## src/rtl/facto_core_gen.sv

```systemverilog
// ============================================================================
// facto_core_gen
// ----------------------------------------------------------------------------
// Memory-mapped factorial accelerator. Software loads OPERAND, writes 1 to
// OPSTART and the core computes OPERAND! with an internal shift-add
// multiplier. The 2W-bit result is exposed as RESULT_H:RESULT_L. Completion
// (and overflow) is reported in OPDONE. It can also raise `interrupt`.
//
// Parameters
//   W               operand / bus data width (even, >= 8); result is 2W bits
//
// Build options
//   FACTO_RADIX4_EN when defined, the multiplier retires two multiplier bits
//                   per cycle (W/2 MUL cycles per iteration) instead of one.
//
// Ports
//   clk        in   rising-edge clock
//   reset_n    in   asynchronous active-low reset
//   s_sel      in   slave select from the upstream address decoder
//   s_wr       in   1 = write, 0 = read (qualified by s_sel)
//   s_addr     in   byte address, register index = s_addr[5:3]
//   s_din      in   write data (W bits)
//   s_dout     out  combinational read data, 0 when not reading
//   interrupt  out  OPDONE[0] & INTREN[0]
//
// Register map (index = s_addr[5:3])
//   0 OPSTART  (W/O, reads 0)    4 OPERAND  (R/W, locked while busy)
//   1 OPCLEAR  (R/W)             5 RESULT_H (R/O)
//   2 OPDONE   (R/O) {ovf,done}  6 RESULT_L (R/O)
//   3 INTREN   (R/W)             7 STATUS   (R/O) {W[7:0],6'b0,ovf,busy}
// ============================================================================
module facto_core_gen #(
    parameter int W = 64
) (
    input  logic         clk,
    input  logic         reset_n,
    input  logic         s_sel,
    input  logic         s_wr,
    input  logic [15:0]  s_addr,
    input  logic [W-1:0] s_din,
    output logic [W-1:0] s_dout,
    output logic         interrupt
);

`ifdef FACTO_RADIX4_EN
    localparam int STEPS = W / 2;
    localparam int SHIFT = 2;
`else
    localparam int STEPS = W;
    localparam int SHIFT = 1;
`endif
    localparam int              CW        = $clog2(STEPS) + 1;
    localparam logic [CW-1:0]   LAST_STEP = CW'(STEPS - 1);
    localparam logic [W-1:0]    ONE       = W'(1);
    localparam logic [W-1:0]    TWO       = W'(2);
    localparam int              SW        = (W < 16) ? 16 : W;

    localparam logic [2:0] S_IDLE  = 3'd0;
    localparam logic [2:0] S_CHECK = 3'd1;
    localparam logic [2:0] S_MUL   = 3'd2;
    localparam logic [2:0] S_UPD   = 3'd3;
    localparam logic [2:0] S_DONE  = 3'd4;

    localparam logic [2:0] IDX_OPSTART  = 3'd0;
    localparam logic [2:0] IDX_OPCLEAR  = 3'd1;
    localparam logic [2:0] IDX_OPDONE   = 3'd2;
    localparam logic [2:0] IDX_INTREN   = 3'd3;
    localparam logic [2:0] IDX_OPERAND  = 3'd4;
    localparam logic [2:0] IDX_RESULT_H = 3'd5;
    localparam logic [2:0] IDX_RESULT_L = 3'd6;
    localparam logic [2:0] IDX_STATUS   = 3'd7;

    // ------------------------------------------------------------------
    // State
    // ------------------------------------------------------------------
    logic [2:0]     state_q,    state_d;
    logic [W-1:0]   opclear_q,  opclear_d;
    logic [W-1:0]   intren_q,   intren_d;
    logic [W-1:0]   operand_q,  operand_d;
    logic [1:0]     opdone_q,   opdone_d;
    logic [W-1:0]   result_h_q, result_h_d;
    logic [W-1:0]   result_l_q, result_l_d;
    logic [W-1:0]   cnt_q,      cnt_d;
    logic [W-1:0]   fac_q,      fac_d;
    logic           ovf_q,      ovf_d;
    logic [2*W-1:0] mcand_q,    mcand_d;
    logic [W-1:0]   mplier_q,   mplier_d;
    logic [2*W-1:0] acc_q,      acc_d;
    logic [CW-1:0]  step_q,     step_d;

    logic [2:0]     reg_idx;
    logic           bus_wr;
    logic           busy;
    logic           clear_active;
    logic           start_req;
    logic [2*W-1:0] pp;
    logic [SW-1:0]  status_wide;
    logic           unused_addr_bits;

    assign reg_idx          = s_addr[5:3];
    assign bus_wr           = s_sel & s_wr;
    assign busy             = (state_q != S_IDLE);
    assign unused_addr_bits = ^{s_addr[15:6], s_addr[2:0]};

    // ------------------------------------------------------------------
    // Partial product for one MUL cycle. The multiplicand register is
    // already shifted to the weight of the current multiplier bit(s).
    // ------------------------------------------------------------------
    always_comb begin
        pp = '0;
`ifdef FACTO_RADIX4_EN
        if (mplier_q[0]) pp = mcand_q;
        if (mplier_q[1]) pp = pp + {mcand_q[2*W-2:0], 1'b0};
`else
        if (mplier_q[0]) pp = mcand_q;
`endif
    end

    // ------------------------------------------------------------------
    // Next-state logic: register writes, clear handling and the FSM.
    //
    // The clear is keyed off the next value of OPCLEAR so that a write
    // of 1 takes effect on its own edge: from the following cycle the
    // core is idle with OPDONE=0 and RESULT=1, and it stays that way
    // until software writes OPCLEAR back to 0.
    //
    // Factors are applied in ascending order (2, 3, ..., N) while cnt
    // counts the remaining iterations down. Every intermediate is then
    // a true k!, so overflow is flagged exactly when some k! < N! no
    // longer fits in W bits before it would be multiplied again.
    // ------------------------------------------------------------------
    always_comb begin
        state_d    = state_q;
        opclear_d  = opclear_q;
        intren_d   = intren_q;
        operand_d  = operand_q;
        opdone_d   = opdone_q;
        result_h_d = result_h_q;
        result_l_d = result_l_q;
        cnt_d      = cnt_q;
        fac_d      = fac_q;
        ovf_d      = ovf_q;
        mcand_d    = mcand_q;
        mplier_d   = mplier_q;
        acc_d      = acc_q;
        step_d     = step_q;

        if (bus_wr && reg_idx == IDX_OPCLEAR) opclear_d = s_din;
        if (bus_wr && reg_idx == IDX_INTREN)  intren_d  = s_din;
        if (bus_wr && reg_idx == IDX_OPERAND && !busy) operand_d = s_din;

        clear_active = opclear_d[0];
        start_req    = bus_wr && (reg_idx == IDX_OPSTART) && s_din[0];

        if (clear_active) begin
            state_d    = S_IDLE;
            opdone_d   = 2'b00;
            result_h_d = '0;
            result_l_d = ONE;
            ovf_d      = 1'b0;
        end else begin
            case (state_q)
                S_IDLE: begin
                    if (start_req) begin
                        state_d    = S_CHECK;
                        result_h_d = '0;
                        result_l_d = ONE;
                        cnt_d      = operand_q;
                        fac_d      = TWO;
                        opdone_d   = 2'b00;
                        ovf_d      = 1'b0;
                    end
                end
                S_CHECK: begin
                    if (cnt_q <= ONE) begin
                        state_d = S_DONE;
                    end else if (result_h_q != '0) begin
                        ovf_d   = 1'b1;
                        state_d = S_DONE;
                    end else begin
                        mcand_d  = {{W{1'b0}}, result_l_q};
                        mplier_d = fac_q;
                        acc_d    = '0;
                        step_d   = '0;
                        state_d  = S_MUL;
                    end
                end
                S_MUL: begin
                    acc_d    = acc_q + pp;
                    mcand_d  = mcand_q << SHIFT;
                    mplier_d = mplier_q >> SHIFT;
                    step_d   = step_q + CW'(1);
                    if (step_q == LAST_STEP) state_d = S_UPD;
                end
                S_UPD: begin
                    {result_h_d, result_l_d} = acc_q;
                    cnt_d   = cnt_q - ONE;
                    fac_d   = fac_q + ONE;
                    state_d = S_CHECK;
                end
                S_DONE: begin
                    opdone_d = {ovf_q, 1'b1};
                    state_d  = S_IDLE;
                end
                default: state_d = S_IDLE;
            endcase
        end
    end

    // ------------------------------------------------------------------
    // State registers with asynchronous active-low reset.
    // ------------------------------------------------------------------
    always_ff @(posedge clk or negedge reset_n) begin
        if (!reset_n) begin
            state_q    <= S_IDLE;
            opclear_q  <= '0;
            intren_q   <= '0;
            operand_q  <= '0;
            opdone_q   <= 2'b00;
            result_h_q <= '0;
            result_l_q <= ONE;
            cnt_q      <= '0;
            fac_q      <= '0;
            ovf_q      <= 1'b0;
            mcand_q    <= '0;
            mplier_q   <= '0;
            acc_q      <= '0;
            step_q     <= '0;
        end else begin
            state_q    <= state_d;
            opclear_q  <= opclear_d;
            intren_q   <= intren_d;
            operand_q  <= operand_d;
            opdone_q   <= opdone_d;
            result_h_q <= result_h_d;
            result_l_q <= result_l_d;
            cnt_q      <= cnt_d;
            fac_q      <= fac_d;
            ovf_q      <= ovf_d;
            mcand_q    <= mcand_d;
            mplier_q   <= mplier_d;
            acc_q      <= acc_d;
            step_q     <= step_d;
        end
    end

    // ------------------------------------------------------------------
    // STATUS is assembled 16 bits wide at minimum so the width field
    // fits; for W=8 only the low byte is visible on the bus.
    // ------------------------------------------------------------------
    always_comb begin
        status_wide       = '0;
        status_wide[0]    = busy;
        status_wide[1]    = ovf_q;
        status_wide[15:8] = 8'(W);
    end

    // Combinational read mux; the bus reads 0 unless a read is selected.
    always_comb begin
        s_dout = '0;
        if (s_sel && !s_wr) begin
            case (reg_idx)
                IDX_OPSTART:  s_dout = '0;
                IDX_OPCLEAR:  s_dout = opclear_q;
                IDX_OPDONE:   s_dout = {{(W-2){1'b0}}, opdone_q};
                IDX_INTREN:   s_dout = intren_q;
                IDX_OPERAND:  s_dout = operand_q;
                IDX_RESULT_H: s_dout = result_h_q;
                IDX_RESULT_L: s_dout = result_l_q;
                IDX_STATUS:   s_dout = status_wide[W-1:0];
            endcase
        end
    end

    assign interrupt = opdone_q[0] & intren_q[0];

endmodule

```

## config.mk

```make
export PLATFORM = sky130hd
export DESIGN_NAME = facto_core_gen
export DESIGN_NICKNAME = d
export VERILOG_FILES = /design/src/rtl/facto_core_gen.sv
export SDC_FILE = /design/constraint.sdc
export NUM_CORES = 2
export LEC_CHECK = 0
export ABC_AREA = 1
export CAP_MARGIN = 20
export CORE_MARGIN = 1
export CORE_UTILIZATION = 51
export DETAILED_ROUTE_END_ITERATION = 12
export PLACE_DENSITY_LB_ADDON = 0.2
export SYNTH_ARGS = -nofsm -noshare
export SYNTH_HDL_FRONTEND = slang
export SYNTH_SLANG_ARGS = --single-unit
```

## constraint.sdc

```tcl
create_clock -name clk -period 3.48 [get_ports clk]
set_input_delay 0.87 -clock clk [delete_from_list [all_inputs] [get_ports clk]]
set_output_delay 0.87 -clock clk [all_outputs]
set_load 0.05 [all_outputs]
```

==> impl_metrics.json <==
{
  "fmax_ghz": 0.291,
  "yosysSeqAreaShare_pct": 38.1,
  "layout-drive-gt1-share_pct": 7.28,
  "antenna_found_initial": 5,
  "synth_mux_area_share_pct": 0,
  "fin_tns_setup_ns": 0,
  "tritoncts": "done",
  "io_pins": 149,
  "p_per_area_nw_per_um2": 495,
  "fin_skew_ns": 0.0396,
  "grtUsageTotal_pct": 36.9,
  "drc": 0,
  "cts.clk_slew.worst_paths_ns": 0.06,
  "cts_max_level": 3,
  "core_area_um2": 99000,
  "outcome": "finished clean",
  "fill_cells": 9462,
  "setup_viol": 0,
  "fin_crit_sh_pct": 98.8,
  "ys_seq_elements": 781,
  "rr_worst_depth": 17,
  "reg2reg_slack_ns": 0.06,
  "whs_ns": 0.193,
  "num_rows": 115,
  "initial_core_util_pct": 51.8,
  "areaGrowthSynthToFinish_pct": 16.9,
  "cts_hold_buf": 0,
  "slew_violations": 0,
  "critPathLaunchType": "input port",
  "worst_setup_path_end_kind": "primary output",
  "yosysTopAreaCell": "dfrtp_1",
  "ys.warnings.count": 0,
  "yosysMostFrequentCell": "nand2_1",
  "syn_avg_cell_area_um2": 6.40,
  "yosys.area_share.simple_pct": 32.5,
  "critPathMaxFanout": 25,
  "vias": 52200,
  "grtUsageMet2_pct": 57.9,
  "r2r_end": "acc_q[116]",
  "ys_top_cells_by_area": "dfrtp_1, nand2_1, inv_1",
  "cts_made_buffers": 88,
  "dieHeight_um": 319,
  "peakVddDrop_mv": 0.442,
  "syn-cell-area_um2": 51300,
  "routed_wl_um": 189000,
  "hold_viol": 0,
  "gp_routability_congestion": 1.08,
  "port-buffer-count": 135,
  "grt_pass1_wl_um": 288000,
  "leakage_nw": 32.0,
  "synth_cells": 8022,
  "tightest_slew_ns": 1.01,
  "worst_hold_path_type": "input port to async pin",
  "synth_common_cells": "nand2_1, inv_1, dfrtp_1, o21ai_0, nor2_1",
  "clock_latency_ns": 0.70,
  "arrival_ns": 2.57,
  "gr-usage-met3_pct": 5.75,
  "ant_nets": 0,
  "grt_max_degree": 129,
  "synth_edf_count": 0,
  "cts_num_sinks": 781,
  "synth_top_family_by_area": "simple AND/OR/NAND/NOR gates",
  "critPathKind": "input port to primary output",
  "hpwl_um": 148000,
  "grt_pass1_vias": 48600,
  "netlist.area_leader.share_pct": 38.0,
  "synthAdderAreaFrac_pct": 3.23,
  "min_period_ns": 3.44,
  "rr_startpoint": "mplier_q[0]",
  "synth-main-ff-cell": "dfrtp_1",
  "synth.net_count": 8238,
  "slew_headroom_pct": 32.5,
  "drt_iter0_drc": 5452,
  "wire_per_inst_um": 19.7,
  "top_usage_layer": "met2",
  "drtPass1Iterations": 6,
  "synth_compound_area_share_pct": 12.2,
  "clockBufferDepth": 3,
  "use_met1_pct": 48.8,
  "ys_async_sr_fraction_pct": 100,
  "die-width_um": 319,
  "maxCapViolCount": 0,
  "overflow": 0,
  "viasPerCell": 5.43,
  "die_area_um2": 102000,
  "layout.nets": 8469,
  "ys_types": 56,
  "worstPathRequired_ns": 2.61,
  "clockRootBuffer": "clkbuf_16",
  "synth_xor_area_share_pct": 0.871
}
## cell usage in the layout (no fill, tap or decap), types with 12 or more instances in the layout
cell / synthesis / final
nand2_1: 3089 / 3078
inv_1: 1473 / 1472
dfrtp_1: 780 / 779
o21ai_0: 677 / 677
nor2_1: 617 / 608
nand3_1: 252 / 247
buf_4: 5 / 208
a21oi_1: 178 / 177
ha_1: 131 / 131
buf_12: 0 / 125
nor3_1: 92 / 89
clkbuf_16: 0 / 89
clkdlybuf4s50_1: 0 / 67
nand4_1: 58 / 58
o221ai_1: 63 / 52
o22ai_1: 49 / 49
a221oi_1: 62 / 47
xor2_1: 42 / 42
or2_2: 35 / 35
nor4_1: 23 / 23
nand3b_1: 20 / 20
clkbuf_8: 0 / 18
clkbuf_1: 179 / 17
a221oi_2: 0 / 15
o31ai_1: 15 / 15
clkinv_2: 0 / 15
o211ai_1: 12 / 12
## routing by layer
layer  share of wire, %  wire [um]
met5             0.0063         12
met1                 42      78600
met3                7.6      14300
met2                 44      83900
met4                6.5      12300
## final cells by class
type / instances / area [um^2] / share of cell area [%]
antenna: 2 / 5.00 / 0.00835
clock inverter: 38 / 483 / 0.805
sequential: 781 / 19500 / 32.6
inverter: 1481 / 5560 / 9.28
multi-input combinational: 5494 / 25400 / 42.4
tap: 1287 / 1610 / 2.69
clock buffer: 124 / 2540 / 4.23
timing repair buffer: 407 / 4820 / 8.04
## through the flow
stage | std cells | cell area (um^2) | power (mW) | util [%] | worst slack, ns
2_1_floorplan | 8022 | 51300 | 16.3 | - | 0.0490
3_3_place_gp | 9442 | 56600 | 19.6 | 57.1 | -0.256
3_5_place_dp | 9442 | 56600 | 19.7 | 57.1 | -0.388
4_1_cts | 9605 | 59800 | 29.6 | 60.4 | 0.000366
5_1_grt | 9612 | 60000 | 31.0 | 60.6 | -0.0150
6_report | 9614 | 60000 | 29.7 | 60.6 | 0.0420
## report_power, final
part | switching, mW | total (mW) | internal [mW] | leakage [nW]
Clock | 4.19 | 9.85 | 5.66 | 1.47
Sequential | 1.32 | 11.5 | 10.2 | 10.6
Combinational | 5.76 | 8.31 | 2.55 | 20.0
## registers in the layout, summed over array words and instances, names as in the netlist, 64 cells and up
signal and flops:
operand_q 64, mplier_q 64, acc_q 128, result_h_q 64, result_l_q 64, cnt_q 64, mcand_q 128, intren_q 64
fac_q 64, opclear_q 64
## worst max path at each step
stage,end,from,slack (ns),cells after the start
6_report,s_dout[21],s_addr[4],0.04,9
4_1_cts,s_dout[19],s_addr[5],0.0004,8
3_3_place_gp,s_dout[14],s_addr[3],-0.26,9
2_1_floorplan,s_dout[10],s_addr[5],0.05,6
5_1_grt,acc_q[77],mplier_q[0],-0.01,18
3_5_place_dp,s_dout[14],s_addr[3],-0.39,9
## cells by family (layout without fill, tap and decap cells)
kind of cell	Yosys count	after routing
flops	781	781
other cells	0	2
buf+inv	1747	2050
fa+ha+maj	132	132
xor+xnor	51	51
compound gates	1106	1106
simple gates	4205	4205
## worst max-delay path: stages
cell and delay (ns):
dlygate4sd2_1 0.30, buf_4 0.17, nand3_2 0.11, buf_4 0.19, buf_12 0.17, o221ai_1 0.25, a221oi_2 0.07, nor2_1 0.23
buf_12 0.18
## repair_timing
action                     in CTS  in global routing
resized for setup              28                 33
gates cloned                    1                  0
buffers inserted                0                  7
setup endpoints to repair      64                 64
pin swaps                       7                  6
Power figures use the tool's default switching activity.
